File: config.mk
export PLATFORM = sky130hd
export DESIGN_NAME = beta_ifetch_flat
export DESIGN_NICKNAME = d
export VERILOG_FILES = /design/src/rtl/beta_ifetch_pkg.sv /design/src/rtl/beta_ifetch_if.sv /design/src/rtl/beta_ifetch_timer.sv /design/src/rtl/beta_ifetch.sv /design/src/flat_wrapper.sv
export SDC_FILE = /design/constraint.sdc
export NUM_CORES = 1
export LEC_CHECK = 0
export ABC_AREA = 1
export ABC_CLOCK_PERIOD_IN_PS = 1370
export CAP_MARGIN = 10
export CORE_MARGIN = 2
export CORE_UTILIZATION = 31
export CTS_CLUSTER_SIZE = 30
export DETAILED_ROUTE_END_ITERATION = 7
export GPL_TIMING_DRIVEN = 0
export MAX_ROUTING_LAYER = met4
export PLACE_DENSITY_LB_ADDON = 0.15
export SLEW_MARGIN = 20
export SYNTH_ARGS = -nofsm -noshare
export SYNTH_HDL_FRONTEND = slang
export SYNTH_SLANG_ARGS = --single-unit
File: constraint.sdc
create_clock -name clk -period 1.37 [get_ports clk]
set_input_delay 0.137 -clock clk [delete_from_list [all_inputs] [get_ports clk]]
set_output_delay 0.137 -clock clk [all_outputs]
set_load 0.03 [all_outputs]
File: src/rtl/beta_ifetch_pkg.sv
// Shared definitions for the Beta instruction-fetch stage: instruction field
// positions, the architectural trap vectors and the fetch state encoding.
package beta_ifetch_pkg;

  localparam int OP_HI  = 31;
  localparam int OP_LO  = 26;
  localparam int RC_HI  = 25;
  localparam int RC_LO  = 21;
  localparam int RA_HI  = 20;
  localparam int RA_LO  = 16;
  localparam int RB_HI  = 15;
  localparam int RB_LO  = 11;
  localparam int LIT_HI = 15;
  localparam int LIT_LO = 0;

  localparam logic [31:0] RESET_VEC = 32'h8000_0000;
  localparam logic [31:0] ILLOP_VEC = 32'h8000_0004;
  localparam logic [31:0] XADR_VEC  = 32'h8000_0008;

  typedef enum logic [1:0] {
    IDLE = 2'd0,
    REQ  = 2'd1,
    HOLD = 2'd2
  } fetch_state_t;

  // Memory is word addressed: the supervisor bit and the byte offset are dropped.
  function automatic logic [31:0] imem_addr_of(input logic [31:0] pc);
    return {1'b0, pc[30:2], 2'b00};
  endfunction

endpackage

File: src/rtl/beta_ifetch_if.sv
// Bundle of the fetch stage's PC, instruction-memory and decode-side signals.
// The master modport is the fetch stage; the slave modport is its environment.
interface beta_ifetch_if;

  logic [31:0] pc;
  logic        pc_en;
  logic [31:0] imem_addr;
  logic        imem_req;
  logic        imem_ack;
  logic [31:0] imem_rdata;
  logic        dec_ready;
  logic        inst_valid;
  logic [31:0] inst;
  logic [5:0]  opcode;
  logic [4:0]  rc;
  logic [4:0]  ra;
  logic [4:0]  rb;
  logic [15:0] id;
  logic        super_mode;
  logic        fetch_fault;

  modport master (
    input  pc, imem_ack, imem_rdata, dec_ready,
    output pc_en, imem_addr, imem_req, inst_valid, inst,
           opcode, rc, ra, rb, id, super_mode, fetch_fault
  );

  modport slave (
    output pc, imem_ack, imem_rdata, dec_ready,
    input  pc_en, imem_addr, imem_req, inst_valid, inst,
           opcode, rc, ra, rb, id, super_mode, fetch_fault
  );

endinterface

File: src/rtl/beta_ifetch_timer.sv
// Bounded-wait counter for an outstanding fetch. Expires on the cycle the
// count reaches TIMEOUT_CYCLES-1; a zero limit disables expiry entirely.
module beta_ifetch_timer #(
  parameter int TIMEOUT_CYCLES = 16
) (
  input  logic clk,
  input  logic rst,
  input  logic clear,
  input  logic enable,
  output logic expire
);

  localparam int W = (TIMEOUT_CYCLES > 0) ? $clog2(TIMEOUT_CYCLES + 1) : 1;

  logic [W-1:0] count;

  // Count wait cycles; clear has priority so a new request always starts at zero.
  always_ff @(posedge clk or posedge rst) begin
    if (rst) begin
      count <= '0;
    end else if (clear) begin
      count <= '0;
    end else if (enable) begin
      count <= count + W'(1);
    end
  end

  generate
    if (TIMEOUT_CYCLES > 0) begin : g_timeout_on
      assign expire = enable && (count == W'(TIMEOUT_CYCLES - 1));
    end else begin : g_timeout_off
      assign expire = 1'b0;
    end
  endgenerate

endmodule

File: src/rtl/beta_ifetch.sv
// Beta instruction-fetch stage: requests the word at the current PC, latches
// it (or an illegal-op word on timeout), holds it for decode and pulses pc_en
// once per instruction when decode accepts it.
module beta_ifetch
  import beta_ifetch_pkg::*;
#(
  parameter int          TIMEOUT_CYCLES = 16,
  parameter logic [31:0] ILLOP_WORD     = 32'h0000_0000
) (
  input  logic          clk,
  input  logic          rst,
  beta_ifetch_if.master bus
);

  fetch_state_t state;
  logic [31:0]  inst_q;
  logic         super_q;
  logic         valid_q;
  logic         fault_q;
  logic         req_q;
  logic         in_req;
  logic         expire;

  assign in_req = (state == REQ);

  beta_ifetch_timer #(
    .TIMEOUT_CYCLES(TIMEOUT_CYCLES)
  ) u_timer (
    .clk   (clk),
    .rst   (rst),
    .clear (!in_req || bus.imem_ack),
    .enable(in_req),
    .expire(expire)
  );

  // Fetch sequencing with registered request/valid/fault; ack beats expiry.
  always_ff @(posedge clk or posedge rst) begin
    if (rst) begin
      state   <= IDLE;
      req_q   <= 1'b0;
      valid_q <= 1'b0;
      fault_q <= 1'b0;
      inst_q  <= '0;
      super_q <= 1'b0;
    end else begin
      case (state)
        IDLE: begin
          state <= REQ;
          req_q <= 1'b1;
        end
        REQ: begin
          if (bus.imem_ack) begin
            inst_q  <= bus.imem_rdata;
            super_q <= bus.pc[31];
            fault_q <= 1'b0;
            valid_q <= 1'b1;
            req_q   <= 1'b0;
            state   <= HOLD;
          end else if (expire) begin
            inst_q  <= ILLOP_WORD;
            super_q <= bus.pc[31];
            fault_q <= 1'b1;
            valid_q <= 1'b1;
            req_q   <= 1'b0;
            state   <= HOLD;
          end
        end
        HOLD: begin
          if (bus.dec_ready) begin
            valid_q <= 1'b0;
            fault_q <= 1'b0;
            req_q   <= 1'b1;
            state   <= REQ;
          end
        end
        default: begin
          state   <= IDLE;
          req_q   <= 1'b0;
          valid_q <= 1'b0;
          fault_q <= 1'b0;
        end
      endcase
    end
  end

  assign bus.pc_en       = (state == HOLD) && bus.dec_ready;
  assign bus.imem_req    = req_q;
  assign bus.imem_addr   = imem_addr_of(bus.pc);
  assign bus.inst_valid  = valid_q;
  assign bus.fetch_fault = fault_q;
  assign bus.super_mode  = super_q;
  assign bus.inst        = inst_q;
  assign bus.opcode      = inst_q[OP_HI:OP_LO];
  assign bus.rc          = inst_q[RC_HI:RC_LO];
  assign bus.ra          = inst_q[RA_HI:RA_LO];
  assign bus.rb          = inst_q[RB_HI:RB_LO];
  assign bus.id          = inst_q[LIT_HI:LIT_LO];

endmodule
File: src/flat_wrapper.sv
// flat-port wrapper written by rule: the top's interface ports become plain ports
module beta_ifetch_flat import beta_ifetch_pkg::*;
#(
  parameter int          TIMEOUT_CYCLES = 16,
  parameter logic [31:0] ILLOP_WORD     = 32'h0000_0000
)
  (clk, rst, bus_pc, bus_imem_ack, bus_imem_rdata, bus_dec_ready, bus_pc_en, bus_imem_addr, bus_imem_req, bus_inst_valid, bus_inst, bus_opcode, bus_rc, bus_ra, bus_rb, bus_id, bus_super_mode, bus_fetch_fault);
  beta_ifetch_if bus_i ();
  input  logic clk;
  input  logic rst;
  input wire logic [$bits(bus_i.pc)-1:0] bus_pc;
  input wire logic [$bits(bus_i.imem_ack)-1:0] bus_imem_ack;
  input wire logic [$bits(bus_i.imem_rdata)-1:0] bus_imem_rdata;
  input wire logic [$bits(bus_i.dec_ready)-1:0] bus_dec_ready;
  output wire logic [$bits(bus_i.pc_en)-1:0] bus_pc_en;
  output wire logic [$bits(bus_i.imem_addr)-1:0] bus_imem_addr;
  output wire logic [$bits(bus_i.imem_req)-1:0] bus_imem_req;
  output wire logic [$bits(bus_i.inst_valid)-1:0] bus_inst_valid;
  output wire logic [$bits(bus_i.inst)-1:0] bus_inst;
  output wire logic [$bits(bus_i.opcode)-1:0] bus_opcode;
  output wire logic [$bits(bus_i.rc)-1:0] bus_rc;
  output wire logic [$bits(bus_i.ra)-1:0] bus_ra;
  output wire logic [$bits(bus_i.rb)-1:0] bus_rb;
  output wire logic [$bits(bus_i.id)-1:0] bus_id;
  output wire logic [$bits(bus_i.super_mode)-1:0] bus_super_mode;
  output wire logic [$bits(bus_i.fetch_fault)-1:0] bus_fetch_fault;
  assign bus_i.pc = bus_pc;
  assign bus_i.imem_ack = bus_imem_ack;
  assign bus_i.imem_rdata = bus_imem_rdata;
  assign bus_i.dec_ready = bus_dec_ready;
  assign bus_pc_en = bus_i.pc_en;
  assign bus_imem_addr = bus_i.imem_addr;
  assign bus_imem_req = bus_i.imem_req;
  assign bus_inst_valid = bus_i.inst_valid;
  assign bus_inst = bus_i.inst;
  assign bus_opcode = bus_i.opcode;
  assign bus_rc = bus_i.rc;
  assign bus_ra = bus_i.ra;
  assign bus_rb = bus_i.rb;
  assign bus_id = bus_i.id;
  assign bus_super_mode = bus_i.super_mode;
  assign bus_fetch_fault = bus_i.fetch_fault;
  beta_ifetch #(.TIMEOUT_CYCLES(TIMEOUT_CYCLES), .ILLOP_WORD(ILLOP_WORD)) u_core (.clk(clk), .rst(rst), .bus(bus_i));
endmodule
==> metrics.csv, run 1 <==
metric,value,unit
I/O Pins,174,
Die Area,8090,µm²
worst clock skew,0.00383,ns
DP Wirelength,4610,µm
multi-input logic area,846,µm²
Vias/cell,4.28,
"commonest non-fill, non-tap cell in the layout",buf_4,
worst r2r path cells,9,
CP max stage cell,dfrtp_1,
Reg-to-Reg End,u_core.bus.inst[19],
vias in the first global route,2184,
fin util,58.8,%
buffer depth of the longest clock path,2,
total power,9.57,mW
Antenna Violating Nets Remaining,0,
cell chain of the critical path,ha_4 > nand2_4 > nor2_4 > ha_4 > o21ai_4 > buf_12 > buf_8 > nand2_2 > nand2_1,
syn avg cell area,8.78,µm²
PD cells,2250,nW/µm²
worst path arrival time,1.71,ns
failing checks,setup timing,
Worst R2R Setup Slack,-0.12,ns
Mapped Cells,261,
Worst Path Buf+Inv,2,
min Tclk post-route,1.49,ns
Die X,90.0,µm
endpoints failing setup,39,
Num CTS Buffers,5,
worst skew pair latency,0.29,ns
final net count,493,
Starting Density,31.8,%
fin crit share,108,%
total grt overflow,0,
dpl ws,-0.253,ns
Critical Path RT,1.60,ns
drt drc,0,
post-synthesis cell type count,19,
CP peak stage delay,0.42,ns
RSZ-0062 raised after global routing,true,
Max Cap Viol,0,
global placer's final weighted congestion,0.738,
final cell count without fillers,523,
pin count of the biggest net entering global routing,33,
antenna violations before repair,0,
HP Class,in -> async,
Final Slew Violations,0,
Ys Warns,0,
Ant. Diodes,0,
Fillers,678,
Crit Path Class,reg -> reg,
Die H,90.0,µm
DRT iter0 DRCs,51,
row count,31,
clk root buf,clkbuf_8,
final hold violation count,0,
drt total wl,6510,µm
Avg WL per Cell,12.4,µm
crit start category,flip-flop,
number of port buffers,138,
reg-to-reg startpoint,u_core.u_timer.count[0],
Syn-to-layout area delta,85.2,%
synthesized flop and latch total,43,
Core ar.,7210,µm²
Most common cell on crit path,ha_4,
CTS H-tree lvls,2,
post-synth top area share,47.0,%
via count,2239,
overall routing resource usage,16.2,%
Final WS setup,-0.116,ns
largest area contributor in the netlist,dfrtp_1,
VDD IR max,862,µV
Area after DPL,3830,µm²
clock slew at reported path FFs,0.08,ns
CTS tree,built,
status,"complete, but fails checks",
Crit Path Max Fanout,7,
setup TNS,-3.47,ns
"commonest non-fill, non-tap cells in the layout","buf_4, clkdlybuf4s50_1, dlygate4sd2_1",
post-route cell area,4240,µm²
Netlist Area Pre-Place,2290,µm²
placed cell count,501,
first-pass GRT wire length,10500,µm
critical path's top delay family,flip-flops,
worst hold margin,0.113,ns
highest clock rate,0.673,GHz
layout cell share with drive strength beyond 1,42.0,%
drt first pass iters,4,
register area,1080,µm²
leading post-synthesis cells by cell area,"dfrtp_1, buf_4, nand2_1, nand3_1, buf_6",
clk sinks,43,
post-synthesis sequential area ratio,47.0,%
Setup crit end kind,flip-flop,
P_leak,2.22,nW
## routing by layer
| metal | wire, µm | vias up | GRT usage (%) |
|---|---|---|---|
| li1 | - | 1071 | - |
| met1 | 2600 | 1039 | 18.9 |
| met2 | 3260 | 115 | 27.5 |
| met3 | 487 | 14 | 4.11 |
| met4 | 157 | 0 | 5.64 |
| met5 | 0 | - | - |
## synthesized netlist by cell type, drive strengths merged
master and number:
buf 77, nand2 76, dfrtp 43, nand3 35
inv 9, nor2 8, o21ai 4, clkbuf 2
ha 2, conb 1, nand4 1, nor3 1
nor3b 1, xor2 1
## timing repair
action / in CTS / in global routing
cloned: 3 / 0
setup buffers: 10 / 2
hold buffers: 0 / 0
endpoints found under the setup margin: 112 / 56
pin swaps: 6 / 4
gates resized for setup: 133 / 71
## worst register-to-register path, delay by kind of cell, from the launching register on
family                   cells  cell delay, ns
flip-flops                   1            0.42
buffers and inverters        2            0.31
adder cells (fa/ha/maj)      2            0.34
AO/OA/AOI/OAI                1            0.14
AND/OR/NAND/NOR              4            0.21
## state kept, by name, indices dropped and copies added, names as in the netlist
signal                  cells
u_core.bus.fetch_fault      1
u_core.bus.super_mode       1
u_core.bus.imem_req         1
u_core.u_timer.count        5
u_core.bus.inst_valid       1
u_core.state                2
u_core.bus.inst            32
## how the worst max path moves through the flow
| stage | start | to | slack (ns) | cells after the start |
|---|---|---|---|---|
| 2_1_floorplan | u_core.u_timer.count[0] | u_core.bus.inst[11] | -0.05 | 8 |
| 3_3_place_gp | rst | u_core.bus.inst[9] | -0.74 | 2 |
| 3_5_place_dp | bus_dec_ready | bus_pc_en | -0.25 | 4 |
| 4_1_cts | u_core.u_timer.count[1] | u_core.u_timer.count[2] | -0.17 | 9 |
| 5_1_grt | u_core.u_timer.count[0] | u_core.bus.inst[18] | -0.18 | 9 |
| 6_report | u_core.u_timer.count[0] | u_core.bus.inst[19] | -0.12 | 9 |
## where the power goes
group	internal (mW)	switching [mW]	total, mW
Combinational	2.61	3.69	6.30
Clock	0.460	0.413	0.874
Sequential	1.81	0.583	2.39
Total	4.88	4.68	9.57
## kinds of logic after synthesis
group,count (synthesis),share of synthesized area [%]
simple gates,122,22.9
buf+inv,88,27.1
xor+xnor,1,0.382
flops,43,47.0
fa+ha+maj,2,1.09
other cells,1,0.164
compound gates,4,1.37
## cell type report
class                           count  area share [%]
Sequential cell                    43            25.4
Buffer                             79            14.1
Timing Repair Buffer              153            34.5
Multi-Input combinational cell    132            19.9
Inverter                            9           0.796
Clock buffer                        8            2.36
Tap cell                           99            2.92
(Power assumes the default switching activity.)
==> inputs of run 2 (changes only) <==
REMOVE_ABC_BUFFERS = 1   (was unset)
==> metrics.csv, run 2 (synthesized netlist as in run 1, its figures left out) <==
metric,value,unit,change
final hold violation count,0,,unchanged
setup TNS,-3.02,ns,+0.450 ns
worst skew pair latency,0.29,ns,about the same
drt drc,0,,unchanged
layout cell share with drive strength beyond 1,21.9,%,-20 points
final net count,388,,-21%
Die H,90.0,µm,unchanged
Comb pwr share,62.5,%,-3.4 points
PD cells,2550,nW/µm²,+13%
clk root buf,clkbuf_8,,
row count,31,,unchanged
clock share of power,10.4,%,+1.3 points
Max Cap Viol,0,,unchanged
dpl ws,-0.708,ns,-0.455 ns
Most common cell on crit path,nand2_1,,
first-pass GRT wire length,10400,µm,-0.99%
cell chain of the critical path,ha_2 > nand2_2 > nor2_4 > ha_4 > buf_12 > o21ai_4 > buf_6 > nand2_1 > nand2_1,,
worst clock skew,0.00643,ns,+0.00259 ns
status,"complete, but fails checks",,
buffer depth of the longest clock path,2,,unchanged
Crit Path Class,reg -> reg,,
drt first pass iters,4,,unchanged
I/O Pins,174,,unchanged
"commonest non-fill, non-tap cell in the layout",dlygate4sd2_1,,
antenna violations before repair,0,,unchanged
Critical Path RT,1.60,ns,about the same
Syn-to-layout area delta,43.1,%,
global placer's final weighted congestion,0.666,,-9.7%
Core ar.,7210,µm²,unchanged
placed cell count,394,,-21%
Avg WL per Cell,16.0,µm,+29%
critical path's top delay family,flip-flops,,
Ant. Diodes,0,,unchanged
Setup crit end kind,flip-flop,,
fin util,45.4,%,-13 points
CP peak stage delay,0.40,ns,-0.02 ns
min Tclk post-route,1.50,ns,+0.0182 ns
VDD IR max,922,µV,+6.9%
Vias/cell,4.45,,+3.9%
CP max stage cell,dfrtp_1,,
worst hold margin,0.181,ns,+0.0681 ns
worst path arrival time,1.73,ns,+0.02 ns
Num CTS Buffers,5,,unchanged
internal cell power,4.04,mW,-17%
worst rel slew slack,47.8,%,
Flop pwr share,27.1,%,+2.1 points
HP Class,in -> async,,
RSZ-0062 raised after global routing,true,,
total net switching power,4.33,mW,-7.6%
failing checks,setup timing,,
fin crit share,110,%,+1.3 points
crit start category,flip-flop,,
number of port buffers,110,,-20%
pin count of the biggest net entering global routing,37,,+12%
"commonest non-fill, non-tap cells in the layout","dlygate4sd2_1, dfrtp_1, nand2_1",,
Fillers,739,,+9.0%
Crit Path Max Fanout,8,,+1
Worst Path Buf+Inv,2,,unchanged
P_leak,1.71,nW,-23%
Final WS setup,-0.134,ns,-0.0182 ns
DRT iter0 DRCs,57,,+12%
DP Wirelength,4180,µm,-9.3%
highest clock rate,0.665,GHz,-1.2%
total power,8.37,mW,-12%
Antenna Violating Nets Remaining,0,,unchanged
CTS H-tree lvls,2,,unchanged
Die Area,8090,µm²,unchanged
drt total wl,6690,µm,+2.8%
overall routing resource usage,17.0,%,+0.74 points
sw frac,51.7,%,+2.8 points
via count,1859,,-17%
Starting Density,31.8,%,unchanged
total grt overflow,0,,unchanged
Die X,90.0,µm,unchanged
post-route cell area,3280,µm²,-23%
clock slew at reported path FFs,0.08,ns,about the same
clk sinks,43,,unchanged
vias in the first global route,1830,,-16%
Largest register FFs,32,,unchanged
endpoints failing setup,37,,-5.1%
final cell count without fillers,418,,-20%
worst slew pin tran,0.783,ns,
Area after DPL,2950,µm²,-23%
CTS tree,built,,
Final Slew Violations,0,,unchanged
-- run 2: changes by cell type in the layout (fill, tap and decap cells not counted), moves of 8 or more --
| cell | change |
|---|---|
| clkbuf_2 | -8 |
| dlygate4sd2_1 | +25 |
| buf_4 | -76 |
| nand2_4 | -10 |
| nand2_1 | +13 |
| clkdlybuf4s15_1 | -8 |
| clkdlybuf4s50_1 | -29 |
-- run 2: worst paths after layout --
| path | slack (ns) | startpoint | endpoint | cells past startpoint |
|---|---|---|---|---|
| min in group clk | 0.27 | bus_pc[8] | bus_imem_addr[8] | 0 |
| setup reg to reg | -0.13 | u_core.u_timer.count[1] | u_core.bus.inst[14] | 9 |
| hold / removal | 0.18 | rst | u_core.bus.inst[6] | 2 |
| max in group asynchronous | 0.69 | rst | u_core.state[1] | 3 |
| hold reg to reg | 0.47 | u_core.bus.fetch_fault | u_core.bus.fetch_fault | 2 |
| setup / recovery | -0.13 | u_core.u_timer.count[1] | u_core.bus.inst[14] | 9 |
-- run 2: power by group through the flow --
stage	Sequential, mW	Combinational (mW)	Clock [mW]
finish	2.27	5.23	0.869
floorplan	4.26	0.862	0
global route	2.37	5.56	0.976
CTS	2.23	5.28	0.922
detailed placement	2.27	5.27	0
global placement	2.26	5.22	0
-- run 2: worst register-to-register path, stage by stage (launching register included) --
cell and delay (ns):
dfrtp_1 0.40, ha_2 0.19, nand2_2 0.08, nor2_4 0.04, ha_4 0.17, buf_12 0.12
o21ai_4 0.16, buf_6 0.17, nand2_1 0.05, nand2_1 0.05
-- run 2: timing repair --
item | in CTS | in global routing
gates cloned | 3 | 0
setup endpoints to repair | 117 | 39
hold buffers | 0 | 0
pin swaps | 7 | 4
resized for setup | 111 | 24
buffers inserted | 15 | 0
-- run 2: per-layer routing --
metal	GRT usage [%]	routed length, µm	vias to the layer above
met1	22.3	3010	884
li1	-	-	862
met4	4.23	42	0
met3	9.30	798	4
met5	-	0	-
met2	22.8	2840	109
-- run 2: layout make-up --
class | instances | area (µm²) | share of cell area [%]
repair buffers | 125 | 1180 | 36.1
clock buffers | 8 | 100 | 3.05
multi-input cells | 134 | 759 | 23.2
flip-flops and latches | 43 | 1080 | 32.9
inverters | 9 | 33.8 | 1.03
well taps | 99 | 124 | 3.78
==> variant: new RTL, config.mk and constraints of run 2 <==
Encoding of `fetch_state_t`: now one-hot (3 bits for 3 states).
--- a/src/rtl/beta_ifetch_pkg.sv
+++ b/src/rtl/beta_ifetch_pkg.sv
@@ -18,8 +18,8 @@
   localparam logic [31:0] XADR_VEC  = 32'h8000_0008;
 
-  typedef enum logic [1:0] {
-    IDLE = 2'd0,
-    REQ  = 2'd1,
-    HOLD = 2'd2
+  typedef enum logic [2:0] {
+    IDLE = 3'b001,
+    REQ  = 3'b010,
+    HOLD = 3'b100
   } fetch_state_t;
 
Formal check against the unedited RTL: same outputs for any inputs over 10 cycles, from zero or initial values and one cycle with rst high; not proved beyond that.
==> variant against run 2 <==
  * The flow still finishes with violations (negative setup slack)
  * Wire length fell by 1.3%
  * Setup slack improved by 0.043 ns
  * Clock power fell by 4.6%
  * Worst hold slack got worse by 0.027 ns
  * Largest power group unchanged
  * First-iteration DRC count fell by 14%
  * Critical path type unchanged
  * Design area fell by 3.4%
  * Power fell by 12%
  * Synthesized area rose by 2.0%
  * Final cell count rose by 0.48%
  * Sequential cell count rose by 1
==> variant: results (changes against run 2) <==
Timing
  • Setup ws final: -0.0911 ns (+0.0432 ns)
  • Setup violators final: 38 (+2.7%)
  • Clk_skew: 0.00601 ns (-0.000418 ns)

Finish
  • Number of flip-flops in the largest register: 32 (unchanged)
  • Synthesis-to-finish area growth: 35.5%
  • Fillers: 811 (+9.7%)
  • Ant diodes: 0 (unchanged)
  • Total Nets Final: 390 (+0.52%)
  • Layout cells sized above 1: 11.8% (-10 points)

Worst hold path
  • Hold crit path type: input port to async pin

Placed design
  • Placed insts: 404 (+2.5%)
  • DP HPWL: 4400 µm (+5.3%)
  • Gpl congestion: 0.727 (+9.2%)
  • Port Buffers: 110 (unchanged)
  • Dpl cell area: 3020 µm² (+2.2%)

Run status
  • Outcome: finished with violations
  • Violated checks: negative setup slack

Clocking
  • Longest Clk Path Bufs: 2 (unchanged)
  • Clk_lat worst skew: 0.29 ns (about the same)
  • Post-CTS Setup Repair Bufs: 5 (-10)
  • Post-cts sizing count: 98 (-12%)
  • Clock-pin slew on the worst setup and hold paths: 0.08 ns (about the same)
  • CTS Buf Count: 5 (unchanged)
  • H-tree level count: 2 (unchanged)
  • CTS root buffer: clkbuf_8

Synthesis
  • Async set-reset flop share out of synthesis: 100% (unchanged)
  • Ys Warns: 0 (unchanged)
  • Largest cells by area after synthesis: dfrtp_1 46%, buf_4 22%, nand2_1 13%
  • Synth Flop Type: dfrtp_1
  • Top cells by count, synth: 78 x nand2_1, 70 x buf_4, 43 x dfrtp_1, 36 x nand3_1
  • Synthesized instance count: 270 (+3.4%)
  • Register area share after synthesis: 47.2% (+0.22 points)
  • Synth unique cells: 21 (+2)

Route
  • Initial detailed-routing violation count: 49 (-14%)
  • Drt first pass iters: 4 (unchanged)
  • Detailed-route via count: 1847 (-0.65%)
  • Final wirelength: 6600 µm (-1.3%)
  • WL/cell: 15.7 µm (-1.8%)

Global routing
  • Initial antenna violation count: 0 (unchanged)
  • GRT Overall Usage: 16.4% (-0.61 points)
  • First-pass GRT wire length: 10100 µm (-2.1%)
  • Largest net degree at the start of global routing: 37 (unchanged)

Power
  • Gate power share: 58.8% (-3.7 points)
  • Clock Power Share: 11.2% (+0.8 points)
  • NetSw: 3.79 mW (-12%)
  • VDD IR max: 886 µV (-3.9%)
  • Pleak: 1.70 nW (-0.35%)

Setup path
  • Worst-path maximum fanout: 4 (-4)
  • CP top delay family: simple AND/OR/NAND/NOR gates
  • CP max stage delay: 0.37 ns (-0.03 ns)
  • Critical path's slowest cell: dfrtp_1
  • Crit path DAT: 1.64 ns (-0.09 ns)

Job
  • Max Cap Viol: 0 (unchanged)
==> variant: logic make-up after synthesis <==
family,Yosys count,synth area share [%]
fa+ha+maj,2,1.07
simple gates,129,23.2
other cells,1,0.161
compound gates,4,1.34
flops,44,47.2
buf+inv,90,27.0
==> variant: through the flow <==
step / hold WS [ns] / TNS [ns] / setup slack [ns] / total power [mW]
after floorplan: 0.274 / -8.88 / -0.303 / 4.86
after global placement: 0.274 / -95.28 / -1.55 / 7.09
after detailed placement: 0.274 / -23.99 / -0.731 / 7.15
after CTS: 0.159 / -1.53 / -0.115 / 7.46
after global routing: 0.169 / -4.94 / -0.218 / 7.88
final: 0.154 / -1.57 / -0.0911 / 7.39
==> variant: final cells by class <==
class	instances	share of cell area (%)
Timing Repair Buffer	119	35.6
Sequential cell	44	34.8
Multi-Input combinational cell	139	21.3
Tap cell	99	3.91
Clock buffer	8	2.85
Inverter	11	1.54
==> variant: routing by layer <==
| layer | vias to the layer above | part of all wire [%] | track usage, % |
|---|---|---|---|
| li1 | 867 | - | - |
| met1 | 857 | 45 | 21.3 |
| met2 | 116 | 40 | 21.1 |
| met3 | 7 | 14 | 10.6 |
| met4 | 0 | 1.0 | 3.79 |
| met5 | - | 0 | - |
==> variant: worst paths after layout <==
path	start	endpoint	slack, ns	depth (start not counted)
min reg2reg	u_core.bus.inst_valid	u_core.bus.inst_valid	0.47	2
max	u_core.u_timer.count[0]	u_core.bus.inst_valid	-0.09	9
max reg2reg	u_core.u_timer.count[0]	u_core.bus.inst_valid	-0.09	9
min	rst	u_core.bus.inst[27]	0.15	2
min in group clk	bus_pc[12]	bus_imem_addr[12]	0.27	0
max in group asynchronous	rst	u_core.state[0]	0.67	3
